**src/rtl/vcfg_responder.sv**
```systemverilog
// vcfg_responder: responder for vector configuration ops (vsetvli/vsetivli/vsetvl).
// Decodes the request, computes the new vl/vtype against the global VLMAX and
// returns the new vl through an in-order response FIFO.
// Build option: VCFG_RESP_VILL_TRAP_EN -- when defined, an illegal vtype also
// raises resp_exception_o (result stays 0).
module vcfg_responder #(
    parameter int unsigned NrClusters = 4,
    parameter int unsigned VLEN       = 1024,
    parameter int unsigned ELEN       = 64,
    parameter int unsigned RespDepth  = 2,
    parameter int unsigned TransIdW   = 4,
    parameter int unsigned VlW        = $clog2(VLEN * NrClusters) + 1
) (
    input  logic                clk_i,
    input  logic                rst_ni,
    input  logic                req_valid_i,
    output logic                req_ready_o,
    input  logic [31:0]         req_insn_i,
    input  logic [63:0]         req_rs1_i,
    input  logic [63:0]         req_rs2_i,
    input  logic [TransIdW-1:0] req_trans_id_i,
    output logic                resp_valid_o,
    input  logic                resp_ready_i,
    output logic [63:0]         resp_result_o,
    output logic                resp_exception_o,
    output logic [TransIdW-1:0] resp_trans_id_o,
    output logic [VlW-1:0]      vl_o,
    output logic [8:0]          vtype_o
);

    localparam int unsigned PtrW      = (RespDepth > 1) ? $clog2(RespDepth) : 1;
    localparam int unsigned CntW      = $clog2(RespDepth + 1);
    localparam int unsigned EntW      = 64 + 1 + TransIdW;
    localparam logic [2:0]  MaxSew    = 3'($clog2(ELEN / 8));
    localparam logic [VlW-1:0] VlMaxBase = VlW'((VLEN / 8) * NrClusters);
`ifdef VCFG_RESP_VILL_TRAP_EN
    localparam logic TrapIllegal = 1'b1;
`else
    localparam logic TrapIllegal = 1'b0;
`endif

    logic [VlW-1:0]      vl_q;
    logic [8:0]          vtype_q;
    logic [CntW-1:0]     count_q, count_d;
    logic [PtrW-1:0]     wr_ptr_q, rd_ptr_q;
    logic [EntW-1:0]     mem_q [RespDepth];

    logic                is_opcfg_s, is_vsetvli_s, is_vsetivli_s, is_vsetvl_s;
    logic [7:0]          raw_vtype_s;
    logic                raw_vill_s;
    logic [2:0]          vsew_s, vlmul_s;
    logic signed [4:0]   lmul_sum_s;
    logic                illegal_s;
    logic [VlW-1:0]      vlmax_sew_s, vlmax_s, uimm_s;
    logic [VlW-1:0]      next_vl_s;
    logic [8:0]          next_vtype_s;
    logic [63:0]         ent_result_s;
    logic                ent_exc_s;
    logic                push_s, pop_s;
    logic [EntW-1:0]     head_s;

    assign req_ready_o  = (count_q < CntW'(RespDepth));
    assign resp_valid_o = (count_q != {CntW{1'b0}});
    assign push_s       = req_valid_i && req_ready_o;
    assign pop_s        = resp_valid_o && resp_ready_i;
    assign head_s       = mem_q[rd_ptr_q];
    assign vl_o         = vl_q;
    assign vtype_o      = vtype_q;

    // Decode the request and derive the new vl/vtype plus the response entry.
    always_comb begin
        is_opcfg_s    = (req_insn_i[6:0] == 7'b1010111) && (req_insn_i[14:12] == 3'b111);
        is_vsetvli_s  = is_opcfg_s && !req_insn_i[31];
        is_vsetivli_s = is_opcfg_s && (req_insn_i[31:30] == 2'b11);
        is_vsetvl_s   = is_opcfg_s && (req_insn_i[31:25] == 7'b1000000);
        if (is_vsetvl_s) begin
            raw_vtype_s = req_rs2_i[7:0];
            raw_vill_s  = req_rs2_i[63];
        end else begin
            raw_vtype_s = req_insn_i[27:20];
            raw_vill_s  = 1'b0;
        end
        vsew_s      = raw_vtype_s[5:3];
        vlmul_s     = raw_vtype_s[2:0];
        // Fractional LMUL must still hold one element of the widest legal SEW.
        lmul_sum_s  = $signed({2'b00, MaxSew}) + $signed({{2{vlmul_s[2]}}, vlmul_s});
        illegal_s   = raw_vill_s || (vsew_s > MaxSew) || (vlmul_s == 3'b100) ||
                      (lmul_sum_s < $signed({2'b00, vsew_s}));
        vlmax_sew_s = VlMaxBase >> vsew_s;
        vlmax_s     = vlmul_s[2] ? (vlmax_sew_s >> (3'd0 - vlmul_s)) : (vlmax_sew_s << vlmul_s[1:0]);
        uimm_s      = VlW'(req_insn_i[19:15]);

        next_vl_s    = vl_q;
        next_vtype_s = vtype_q;
        ent_result_s = 64'd0;
        ent_exc_s    = 1'b1;
        if (!(is_vsetvli_s || is_vsetivli_s || is_vsetvl_s)) begin
            next_vl_s    = vl_q;
            next_vtype_s = vtype_q;
        end else if (illegal_s) begin
            next_vl_s    = {VlW{1'b0}};
            next_vtype_s = 9'h100;
            ent_exc_s    = TrapIllegal;
        end else begin
            next_vtype_s = {1'b0, raw_vtype_s};
            if (is_vsetivli_s) begin
                next_vl_s = (uimm_s > vlmax_s) ? vlmax_s : uimm_s;
            end else if ((req_insn_i[19:15] == 5'd0) && (req_insn_i[11:7] == 5'd0)) begin
                next_vl_s = vl_q;
            end else if (req_insn_i[19:15] == 5'd0) begin
                next_vl_s = vlmax_s;
            end else if (req_rs1_i > 64'(vlmax_s)) begin
                next_vl_s = vlmax_s;
            end else begin
                next_vl_s = req_rs1_i[VlW-1:0];
            end
            ent_result_s = 64'(next_vl_s);
            ent_exc_s    = 1'b0;
        end
    end

    // FIFO occupancy: push and pop together leave the count unchanged.
    always_comb begin
        case ({push_s, pop_s})
            2'b10:   count_d = count_q + CntW'(1);
            2'b01:   count_d = count_q - CntW'(1);
            default: count_d = count_q;
        endcase
    end

    // Architectural state and FIFO pointers.
    always_ff @(posedge clk_i) begin
        if (!rst_ni) begin
            vl_q     <= {VlW{1'b0}};
            vtype_q  <= 9'h100;
            count_q  <= {CntW{1'b0}};
            wr_ptr_q <= {PtrW{1'b0}};
            rd_ptr_q <= {PtrW{1'b0}};
        end else begin
            count_q <= count_d;
            if (push_s) begin
                vl_q     <= next_vl_s;
                vtype_q  <= next_vtype_s;
                wr_ptr_q <= (wr_ptr_q == PtrW'(RespDepth - 1)) ? {PtrW{1'b0}} : wr_ptr_q + PtrW'(1);
            end
            if (pop_s) begin
                rd_ptr_q <= (rd_ptr_q == PtrW'(RespDepth - 1)) ? {PtrW{1'b0}} : rd_ptr_q + PtrW'(1);
            end
        end
    end

    // Response storage, cleared on reset so no stale entry survives.
    always_ff @(posedge clk_i) begin
        if (!rst_ni) begin
            for (int i = 0; i < int'(RespDepth); i++) begin
                mem_q[i] <= {EntW{1'b0}};
            end
        end else if (push_s) begin
            mem_q[wr_ptr_q] <= {ent_result_s, ent_exc_s, req_trans_id_i};
        end
    end

    // Present the FIFO head; drive zeros while nothing is pending.
    always_comb begin
        if (resp_valid_o) begin
            resp_result_o    = head_s[EntW-1 -: 64];
            resp_exception_o = head_s[TransIdW];
            resp_trans_id_o  = head_s[TransIdW-1:0];
        end else begin
            resp_result_o    = 64'd0;
            resp_exception_o = 1'b0;
            resp_trans_id_o  = {TransIdW{1'b0}};
        end
    end

endmodule

```
**config.mk**
```make
export PLATFORM = sky130hd
export DESIGN_NAME = vcfg_responder
export DESIGN_NICKNAME = d
export VERILOG_FILES = /design/src/rtl/vcfg_responder.sv
export SDC_FILE = /design/constraint.sdc
export NUM_CORES = 1
export LEC_CHECK = 0
export ABC_AREA = 1
export ABC_CLOCK_PERIOD_IN_PS = 4850
export CORE_MARGIN = 3
export CORE_UTILIZATION = 42
export CTS_BUF_LIST = sky130_fd_sc_hd__clkbuf_4 sky130_fd_sc_hd__clkbuf_8
export DETAILED_ROUTE_END_ITERATION = 6
export GPL_TIMING_DRIVEN = 0
export HOLD_SLACK_MARGIN = 0.15
export PLACE_DENSITY_LB_ADDON = 0.2
export SLEW_MARGIN = 20
export SYNTH_ARGS = -nofsm -noshare
export SYNTH_HDL_FRONTEND = slang
export SYNTH_SLANG_ARGS = --single-unit
```
**constraint.sdc**
```tcl
create_clock -name clk_i -period 4.85 [get_ports clk_i]
set_clock_uncertainty 0.1 [all_clocks]
set_input_delay 0.485 -clock clk_i [delete_from_list [all_inputs] [get_ports clk_i]]
set_output_delay 0.485 -clock clk_i [all_outputs]
set_load 0.01 [all_outputs]
```
After elaboration in Yosys (flattened, before gate mapping)
Memory sizes are Yosys's and may differ from the RTL's. A register that Yosys moved wholly into a read port is not among the register bits.
Cells that the tools add are included.

operators by class
  $add $sub $neg = 6
  multipliers = 0
  div/mod/pow operators = 0
  order comparisons = 5
  equality and inequality tests = 7
  shift-type cells = 3
  multiplexer cells = 28
  bitwise operators = 0
  reduce and logical (&&, ||, !) cells = 19

operators by type and width
  operator                                             number
  two-way mux 13 bit                                   9
  > comparator 64 x 13 -> 1 bit                        1
  two-way mux 64 bit                                   1
  two-way mux 18 bit                                   1
  OR reduction 18 bit                                  1
  == test 7 bit (second input constant)                2
  > comparator 5 x 13 -> 1 bit                         1
  two-way mux 1 bit                                    13
  << shifter 13 x 2 -> 13 bit                          1
  >> shifter 10 x 3 -> 13 bit (first input constant)   1
  >> shifter 13 x 3 -> 13 bit                          1
  zero test 5 bit                                      2
  two-way mux 9 bit                                    1
  two-way mux 8 bit                                    1
  logical AND 1 bit                                    7
  == test 3 bit (second input constant)                2
  logical OR 1 bit                                     5
  adder 3 x 3 -> 4 bit (first input constant)          1
  == test 2 bit (second input constant)                2
  less-than comparator 4 bit                           1
  two-way mux 4 bit                                    1
  case mux 2 bit (2 select lines)                      1
  nonzero test 2 bit                                   2
  > comparator 3 x 2 -> 1 bit (second input constant)  1
  other kinds (8)                                      9

word-level totals
  bits in registers = 26
  bits in latches = 0
  RAM bits = 36
  bits in read-only memories = 0
  input bits = 168
  output and inout bits = 93
  memories kept = 1

memories
  name   depth  width  read ports  clocked after Yosys merged registers in  write ports  RTL line  source
  mem_q  2      18     1           1                                        2            46        logic [EntW-1:0] mem_q [RespDepth];

Logic depth before layout (Yosys ltp)
Gate-level depths: netlist (run 1).

  depth in word-level cells = 15
  depth in mapped cells = 32
  mapped depth without buffers = 32

Worst setup path after synthesis (run 1)
No wires, ideal clock.

  path kind = input to register
  start = input port req_insn_i[13]
  end = memory mem_q[0][17] (netlist bit) (data pin)
  setup time = 260 ps
  data arrival time = 4,168 ps
  data required time = 4,490 ps
  slack = 322 ps
  stages on the path = 28
  cell sequence = nand2_1 > nor2_2 > nand2_1 > nor2_4 > nand2_4 > o21ai_4 > inv_2 > ha_1 > inv_1 > clkbuf_1 > nand3_1 > nand2_1 > nand2_1 > a21oi_2 > inv_1 > ha_1 > nand2_1 > o21ai_0 > a21oi_1 > o31ai_1 > nand2_1 > nand2_1 > clkinv_1 > clkbuf_1 > a21oi_1 > o21ai_0 > nand3_1 > nor2_1

RTL lines
  element          RTL line  source
  start, declared  18        input logic [31:0] req_insn_i,
  end, declared    46

==> results of run 1 <==
worst max path at each step:
stage          depth (start not counted)  slack [ps]            to           start
2_1_floorplan                         28         320  mem_q[0][17]  req_insn_i[13]
3_3_place_gp                          28       -1040  mem_q[1][14]  req_insn_i[13]
3_5_place_dp                          28       -1060  mem_q[1][14]  req_insn_i[12]
4_1_cts                               28          20  mem_q[1][13]  req_insn_i[25]
5_1_grt                               32         -50   mem_q[1][7]   req_insn_i[4]
6_report                              29         250  mem_q[1][15]   req_insn_i[4]
cell usage after synthesis, types with 2 or more instances:
cell	count	share of area, %
nor2_2	6	0.73
nor3b_1	2	0.29
nand2_2	13	1.6
nand3_1	74	7.2
a21oi_2	2	0.34
nand2_4	2	0.44
nor2_1	76	5.5
a21oi_1	62	6.0
inv_1	60	4.4
or2_2	2	0.24
buf_4	52	7.6
clkbuf_1	13	0.95
o21ai_0	25	2.4
ha_1	23	5.6
nor2_4	6	1.3
buf_2	3	0.29
clkinv_1	2	0.15
nand4_1	8	0.97
o211ai_1	4	0.58
dfxtp_1	27	10
edfxtp_1	36	21
buf_6	2	0.44
nor4_1	13	1.6
nor2_8	2	0.78
nand3b_1	5	0.73
and3_1	2	0.24
nor3_1	4	0.39
o211ai_2	2	0.49
o21ai_2	2	0.34
nand2_1	204	15
o21ai_4	2	0.63
kinds of logic (layout without fill, tap and decap cells):
family          count (synthesis)  count (layout)
simple gates                  421             422
buf+inv                       134             319
compound gates                103             103
flops                          63              63
fa+ha+maj                      23              23
other cells                     1              51
xor+xnor                        1               1
power by group through the flow:
stage | clock network, W | registers (W) | logic [W]
3_3_place_gp | 0 | 0.000629 | 0.000606
3_5_place_dp | 0 | 0.000630 | 0.000614
5_1_grt | 0.000437 | 0.000623 | 0.000710
2_1_floorplan | 0 | 0.000627 | 0.000352
6_report | 0.000411 | 0.000618 | 0.000638
4_1_cts | 0.000417 | 0.000618 | 0.000620
layer usage:
metal  routed length [um]  GRT usage, %
met5                    0             0
met4                  184          4.89
met3                  906          3.32
met2                 7840          37.4
met1                 6220          27.1
cell type report:
type	count	area share (%)
plain buffers	71	6.67
repair buffers	169	22.1
flip-flops and latches	63	21.6
multi-input cells	600	41.6
well taps	143	2.38
inverters	63	3.25
clock buffers	10	1.83
clock inverters	6	0.567
flip-flops by register name (all words and copies together), names as in the netlist, named ones only:
name	cells
count_q	2
mem_q	36
rd_ptr_q	1
vl_o	13
vtype_o	9
wr_ptr_q	1
metrics by stage:
step / hold WS, ps / total power (W) / setup slack, ps / setup TNS (ps) / instance area (sq um)
2_1_floorplan: 325 / 0.000979 / 322 / 0 / 5340
3_3_place_gp: 333 / 0.00124 / -1040 / -31270 / 7060
3_5_place_dp: 341 / 0.00124 / -1060 / -31950 / 7060
4_1_cts: 354 / 0.00166 / 19.4 / 0 / 7300
5_1_grt: 373 / 0.00177 / -54.6 / -103 / 7510
6_report: 349 / 0.00167 / 255 / 0 / 7510
repair_timing:
action,4_1_cts,5_1_grt
pin swaps,4,18
cloned,0,1
gates resized for setup,10,39
setup endpoints to repair,39,39
setup buffers,4,11
endpoints found under the hold margin,0,0
worst max-delay path, delay by kind of cell:
family,cells,cell delay (ps)
and+or+nand+nor,17,1880
buffers and inverters,6,1160
AOI/OAI and AO/OA,4,660
adders and majority gates,2,500
==> results.toml, run 1 <==
[cells_and_area]
final_common_cell = "nand2_1"
syn_to_final_growth_pct = 45.7
drive_gt1_share_pct = 16.0
seq_area_sq_um = 1620
final_cell_mix = "nand2_1, clkdlybuf4s50_1, nor2_1, nand3_1, buf_4"
multi_input_area_sq_um = 3120
fillers = 1052
final_core_util_pct = 64.1
final_nets = 1168
layout.cells.non_filler = 1125
diodes = 0

[floorplan]
die_area_sq_um = 13600
io_pins = 261
die_h_um = 117
core_area_sq_um = 11700
die_width_um = 117
row_count = 39
start_util_pct = 44.0

[clock_network]
cts_inserted_buffers = 9
clock_sinks = 63
cts_tree = "done"
clock_path_buffers = 2
cts_hold_buf = 0
cts_root_buf = "clkbuf_8"
clk_latency_ps = 350
path_clk_slew_ps = 70
htreeDepth = 3

[run_status]
status = "completed"

[routing]
wire_per_inst_um = 13.5
vias = 5460
drt_iter0_drc = 299
drt-pass1-iter-count = 7
drtAntennaViolNets = 0
drc = 0
drt-total-wl_um = 15100
vias_per_cell = 4.85

[logic_synthesis]
ys_async_sr_fraction_pct = 0
synth_fa_ha_area_share_pct = 5.59
syn_area_per_cell_sq_um = 6.91
ys_seq_area_share_pct = 31.5
ys.flop_type = "edfxtp_1"
syn_inst = 746
synth_compound_area_share_pct = 11.4
synthXorXnorAreaFrac_pct = 0.170
synth.distinct_cells = 41
yosys_register_bits = 63
synth.mux.area_fraction_pct = 0
synthSimpleGateAreaFrac_pct = 37.4
synth_top_family_by_area = "simple AND/OR/NAND/NOR gates"
synth_edf_count = 36
ys_warn_count = 0
synth_area_sq_um = 5150

[pwr]
p_sw_w = 0.000568
leakagePower_nw = 3.37
seq_power_share_pct = 37.1
swShare_pct = 34.0
power_frac_comb_pct = 38.3
p_clk_share_pct = 24.7
power_density_nw_per_um2 = 222
p_int_w = 0.00110
irDropWorstVdd_mv = 0.178

[sta]
finalHoldViolations = 0
finalCritPeriodShare_pct = 94.7
drv_slew = 0
timing.fmax_mhz = 218
slew_headroom_pct = 47.4
tightest_slew_ps = 787
rsz0062_at_grt = "yes"
period_minus_slack_ps = 4600
setup_viol = 0

[worst_setup_path]
r2r-end = "mem_q[0][15]"
crit_path_end_kind = "flop"
required_ps = 4940
critPathArrivalTime_ps = 4690
slowest_stage = "clkdlybuf4s50_1"
timing.rr.start = "count_q[1]"
crit_type = "input pin to flop"
critPathMaxStageDelay_ps = 500
rr_worst_depth = 8
crit_top_cell = "nand2_1"
worstSetupStartpointType = "input pin"
critical_path.max_fanout = 10
reg2reg_slack_ps = 2400

[min_path]
min_path_type = "flop to flop"
min_path_cells = 2
holdPathEnd = "vtype_o[5]"
worstHoldStart = "vtype_o[5]"

[run]
drv_cap = 0

[grt]
grt_pass1_wl_um = 23000
grt_pass1_vias = 4791
antenna_found_initial = 0
gr-total-overflow = 0
grt_max_degree = 19
grt_usage_pct = 21.1

[placed_design]
hpwlAfterDp_um = 12300
dp_cells = 1093
gp_congestion = 0.938
portBuffers = 154
Note: power is estimated with default switching activity, not from simulation.
==> run 2, diff against run 1 <==
--- a/config.mk
+++ b/config.mk
@@ -7,10 +7,11 @@
 export LEC_CHECK = 0
 export ABC_AREA = 1
 export ABC_CLOCK_PERIOD_IN_PS = 4850
-export CORE_MARGIN = 3
-export CORE_UTILIZATION = 42
+export CORE_AREA = 3 3 100 102
 export CTS_BUF_LIST = sky130_fd_sc_hd__clkbuf_4 sky130_fd_sc_hd__clkbuf_8
 export DETAILED_ROUTE_END_ITERATION = 6
+export DIE_AREA = 0 0 103 105
+export DONT_BUFFER_PORTS = 1
 export GPL_TIMING_DRIVEN = 0
 export HOLD_SLACK_MARGIN = 0.15
 export PLACE_DENSITY_LB_ADDON = 0.2
==> constraint.sdc (replaced) <==
create_clock -name clk_i -period 4.85 [get_ports clk_i]
set_clock_uncertainty 0.1 [all_clocks]
set_input_delay 0.97 -clock clk_i [delete_from_list [all_inputs] [get_ports clk_i]]
set_output_delay 0.97 -clock clk_i [all_outputs]
set_load 0.1 [all_outputs]
==> run 2 against run 1 <==
Flip-flop and latch count unchanged. Cell area decreased by 18%. Cell count decreased by 17%. Sequential share of layout area increased by 4.8 points. First-iteration DRC count decreased by 18%. Non-clock buffer count decreased by 153. Clock-buffer cell count unchanged. Critical path depth decreased by 3. Register-to-register slack got worse by 850 ps. Worst hold slack improved by 22 ps. Critical endpoint is now mem_q[1][16]. Largest cell class unchanged.
==> results.toml, run 2 (synthesized netlist as in run 1, its figures left out) <==
[run_status]
status = "completed"

[sta]
timing.fmax_mhz = 217
slew_headroom_pct = 21.1
tightest_slew_ps = 1180
period_minus_slack_ps = 4610
setup_viol = 0
drv_slew = 0
finalCritPeriodShare_pct = 95.0
fin_setup_tns_ps = 0
fin_hold_ws_ps = 371
finalHoldViolations = 0

[worst_setup_path]
crit_start = "req_insn_i[13]"
worstSetupStartpointType = "input pin"
crit_type = "input pin to flop"
critical_path.max_fanout = 10
timing.rr.start = "count_q[1]"
critPathArrivalTime_ps = 4570
cp_top_family = "simple AND/OR/NAND/NOR gates"
crit_top_cell = "nand2_1"
required_ps = 4810
critPathBufInv = 3
slowest_stage = "o21ai_0"
critPathMaxStageDelay_ps = 380
crit_path_end_kind = "flop"

[floorplan]
io_pins = 261
die_h_um = 105
row_count = 35
die_area_sq_um = 10800
core_area_sq_um = 9200
start_util_pct = 56.0
die_width_um = 103

[run]
drv_cap = 0

[cells_and_area]
diodes = 0
final_common_cell = "nand2_1"
fillers = 803
multi_input_area_sq_um = 3280
final_cell_mix = "nand2_1, nor2_1, nand3_1, buf_4, inv_1"
seq_area_sq_um = 1620
drive_gt1_share_pct = 21.3
largest_register_ffs = 36
top_register = "mem_q"
final_nets = 1014
syn_to_final_growth_pct = 19.2

[routing]
wl_met3_um = 1250
wl_met2_um = 7220
vias_per_cell = 5.31
drt-pass1-iter-count = 6
vias = 4986
drt_iter0_drc = 245
wire_per_inst_um = 15.5
highest_layer = "met4"
m1WireLength_um = 5980
drc = 0
drt-total-wl_um = 14600
drtAntennaViolNets = 0

[min_path]
min_path_type = "flop to flop"
worstHoldStart = "rd_ptr_q"

[grt]
grt_pass1_wl_um = 22400
grt_max_degree = 19
gr-total-overflow = 0
grt_pass1_vias = 4695
antenna_found_initial = 0
grt_usage_pct = 26.0

[clock_network]
clock_path_buffers = 2
cts_inserted_buffers = 9
path_clk_slew_ps = 70
clk_latency_ps = 330
cts_tree = "done"
cts_root_buf = "clkbuf_8"
cts_hold_buf = 0
clock_sinks = 63
htreeDepth = 3

[placed_design]
portBuffers = 0
hpwlAfterDp_um = 11800
gp_congestion = 0.933

[pwr]
leakagePower_nw = 2.80
irDropWorstVdd_mv = 0.256
power_density_nw_per_um2 = 343
==> run 2: changes by cell type in the layout (fill, tap and decap cells not counted), sizes merged, moves of 2 or more <==
cell and delta:
dlymetal6s2s -2, clkinv +2, inv -4, bufinv +2
clkdlybuf4s50 -152
==> run 2: through the flow <==
step	utilization, %	instances	cell area (sq um)	total power, W	worst slack [ps]
floorplan	-	796	5340	0.00144	14.3
global placement	59.6	907	5480	0.00152	-983
detailed placement	60.5	907	5560	0.00157	-1020
CTS	63.7	930	5860	0.00205	9.25
global route	66.8	939	6140	0.00220	-15.7
finish	66.8	939	6140	0.00210	243
==> run 2: path summary, 6_finish.rpt <==
path                                      to  slack [ps]  cells after the start
worst max-delay path            mem_q[1][16]         240                     26
worst min-delay path                    flop         370                      1
worst max register to register   mem_q[0][7]        1550                      8
worst min register to register          flop         370                      1
==> run 2: power by group <==
group	switching, W	internal (W)
combinational	0.000821	0.000175
sequential	0.0000164	0.000604
clock	0.000194	0.000293
total	0.00103	0.00107
==> run 2: timing repair <==
| item | in CTS | in global routing |
|---|---|---|
| resized for setup | 10 | 35 |
| setup endpoints to repair | 39 | 39 |
| setup buffers | 7 | 9 |
| pin swaps | 4 | 17 |
| hold endpoints to repair | 0 | 0 |
==> run 2: cell type report <==
| cell class | count | area share (%) |
|---|---|---|
| Sequential cell | 63 | 26.4 |
| Clock inverter | 6 | 1.39 |
| Inverter | 63 | 3.97 |
| Multi-Input combinational cell | 599 | 53.3 |
| Timing Repair Buffer | 16 | 2.16 |
| Buffer | 71 | 8.33 |
| Clock buffer | 10 | 2.14 |
| Tap cell | 111 | 2.26 |
==> run 2: layer usage <==
layer / up-vias / global-route usage, %
met4: 0 / 7.31
li1: 2530 / -
met2: 191 / 43.6
met5: - / 0
met1: 2253 / 32.9
met3: 12 / 6.28
==> run 3, diff against run 2 <==
--- a/config.mk
+++ b/config.mk
@@ -14,6 +14,7 @@
 export DONT_BUFFER_PORTS = 1
 export GPL_TIMING_DRIVEN = 0
 export HOLD_SLACK_MARGIN = 0.15
+export MAX_ROUTING_LAYER = met4
 export PLACE_DENSITY_LB_ADDON = 0.2
 export SLEW_MARGIN = 20
 export SYNTH_ARGS = -nofsm -noshare
==> run 3 against run 2 <==
Worst hold slack lost 15 ps. Setup slack worse by 30 ps. Critical endpoint unchanged. Non-clock buffer count is 1 higher. Global-route usage rose by 1.2 points. Cell area shrank 0.65%.
==> results.toml, run 3 (synthesized netlist as in run 1, its figures left out) <==
[run_status]
status = "completed"

[worst_setup_path]
timing.rr.start = "count_q[1]"
critPathMaxStageDelay_ps = 330
critPathArrivalTime_ps = 4720
critPathBufInv = 4
critical_path.max_fanout = 11
worstSetupStartpointType = "input pin"
crit_top_cell = "nand2_1"
slowest_stage = "ha_1"
rr_worst_depth = 8
reg2reg_slack_ps = 1490
crit_path_end_kind = "flop"
cp_top_family = "simple AND/OR/NAND/NOR gates"
r2r-end = "mem_q[0][8]"
crit_type = "input pin to flop"
required_ps = 4940

[sta]
tightest_slew_ps = 1180
period_minus_slack_ps = 4640
setup_viol = 0
finalHoldViolations = 0
fin_setup_tns_ps = 0
finalCritPeriodShare_pct = 95.6
drv_slew = 0
setup_ws_ps = 213
timing.fmax_mhz = 216
slew_headroom_pct = 21.3
fin_hold_ws_ps = 356

[grt]
grt_pass1_wl_um = 22800
grt_pass1_vias = 4810
antenna_found_initial = 0
gr-total-overflow = 0
grt_max_degree = 19
grt_usage_pct = 27.2

[clock_network]
htreeDepth = 3
clk_latency_ps = 330
path_clk_slew_ps = 70
clock_path_buffers = 2
cts_root_buf = "clkbuf_8"
cts_inserted_buffers = 9
cts_tree = "done"
clock_sinks = 63
cts_hold_buf = 0

[placed_design]
place_ws_ps = -1020
portBuffers = 0
hpwlAfterDp_um = 11900
gp_congestion = 0.967

[cells_and_area]
top_register = "mem_q"
final_common_cell = "nand2_1"
final_cell_mix = "nand2_1, nor2_1, nand3_1, buf_4, inv_1"
multi_input_area_sq_um = 3250
largest_register_ffs = 36
drive_gt1_share_pct = 20.3
syn_to_final_growth_pct = 18.4
diodes = 0
seq_area_sq_um = 1620
final_nets = 1015
fillers = 822

[run]
drv_cap = 0

[routing]
highest_layer = "met4"
m1WireLength_um = 5950
drt-pass1-iter-count = 5
drt_iter0_drc = 245
wire_per_inst_um = 15.9
vias_per_cell = 5.36
wl_met2_um = 7210
wl_met3_um = 1410
drt-total-wl_um = 14900
drc = 0
vias = 5037
drtAntennaViolNets = 0

[floorplan]
io_pins = 261
die_width_um = 103
row_count = 35
die_area_sq_um = 10800
die_h_um = 105
core_area_sq_um = 9200
start_util_pct = 56.0

[min_path]
worstHoldStart = "rd_ptr_q"
holdPathEnd = "rd_ptr_q"
min_path_type = "flop to flop"
min_path_cells = 1

[pwr]
leakagePower_nw = 2.80
power_density_nw_per_um2 = 348
irDropWorstVdd_mv = 0.200
run 3: cell type report:
class	count	area share, %
tap	111	2.28
clock buffer	10	2.26
multi-input combinational	599	53.3
timing repair buffer	17	2.09
clock inverter	6	1.37
buffer	71	8.20
inverter	63	3.96
sequential	63	26.6
run 3: worst max-delay path by stage:
stage | from | endpoint | slack [ps] | cells past startpoint
after floorplan | req_insn_i[13] | mem_q[0][17] | 10 | 28
after global placement | req_insn_i[13] | mem_q[1][14] | -980 | 27
after detailed placement | req_insn_i[13] | mem_q[1][14] | -1020 | 27
after CTS | req_insn_i[13] | mem_q[1][17] | 40 | 28
after global routing | req_insn_i[28] | mem_q[1][7] | -60 | 31
final | req_insn_i[28] | mem_q[1][16] | 210 | 28
run 3: worst register-to-register path: stages, from the launching register on:
cell      delay, ps
dfxtp_1         340
inv_1           630
nand2_1         330
inv_1           320
nand2_1          90
nor2_1          210
inv_1            80
clkbuf_1        260
nand2_1         640
run 3: layer usage:
| layer | vias to the layer above | track usage (%) |
|---|---|---|
| li1 | 2525 | - |
| met1 | 2252 | 32.8 |
| met2 | 225 | 43.6 |
| met3 | 35 | 6.61 |
| met4 | 0 | 10.2 |
| met5 | - | - |
run 3: timing repair:
item	in CTS	in global routing
gates cloned	0	0
endpoints found under the hold margin	0	0
pin swaps	4	12
setup buffers	7	10
endpoints found under the setup margin	39	39
resized for setup	13	23
run 3: stage by stage:
step | util (%) | instances | power [W] | area [sq um]
2_1_floorplan | - | 796 | 0.00144 | 5340
3_3_place_gp | 59.6 | 907 | 0.00152 | 5480
3_5_place_dp | 60.5 | 907 | 0.00157 | 5560
4_1_cts | 63.9 | 930 | 0.00207 | 5880
5_1_grt | 66.3 | 940 | 0.00221 | 6100
6_report | 66.3 | 940 | 0.00212 | 6100
run 3: power by group:
part / internal, W / switching [W]
Sequential: 0.000604 / 0.0000162
Clock: 0.000300 / 0.000198
Combinational: 0.000173 / 0.000830
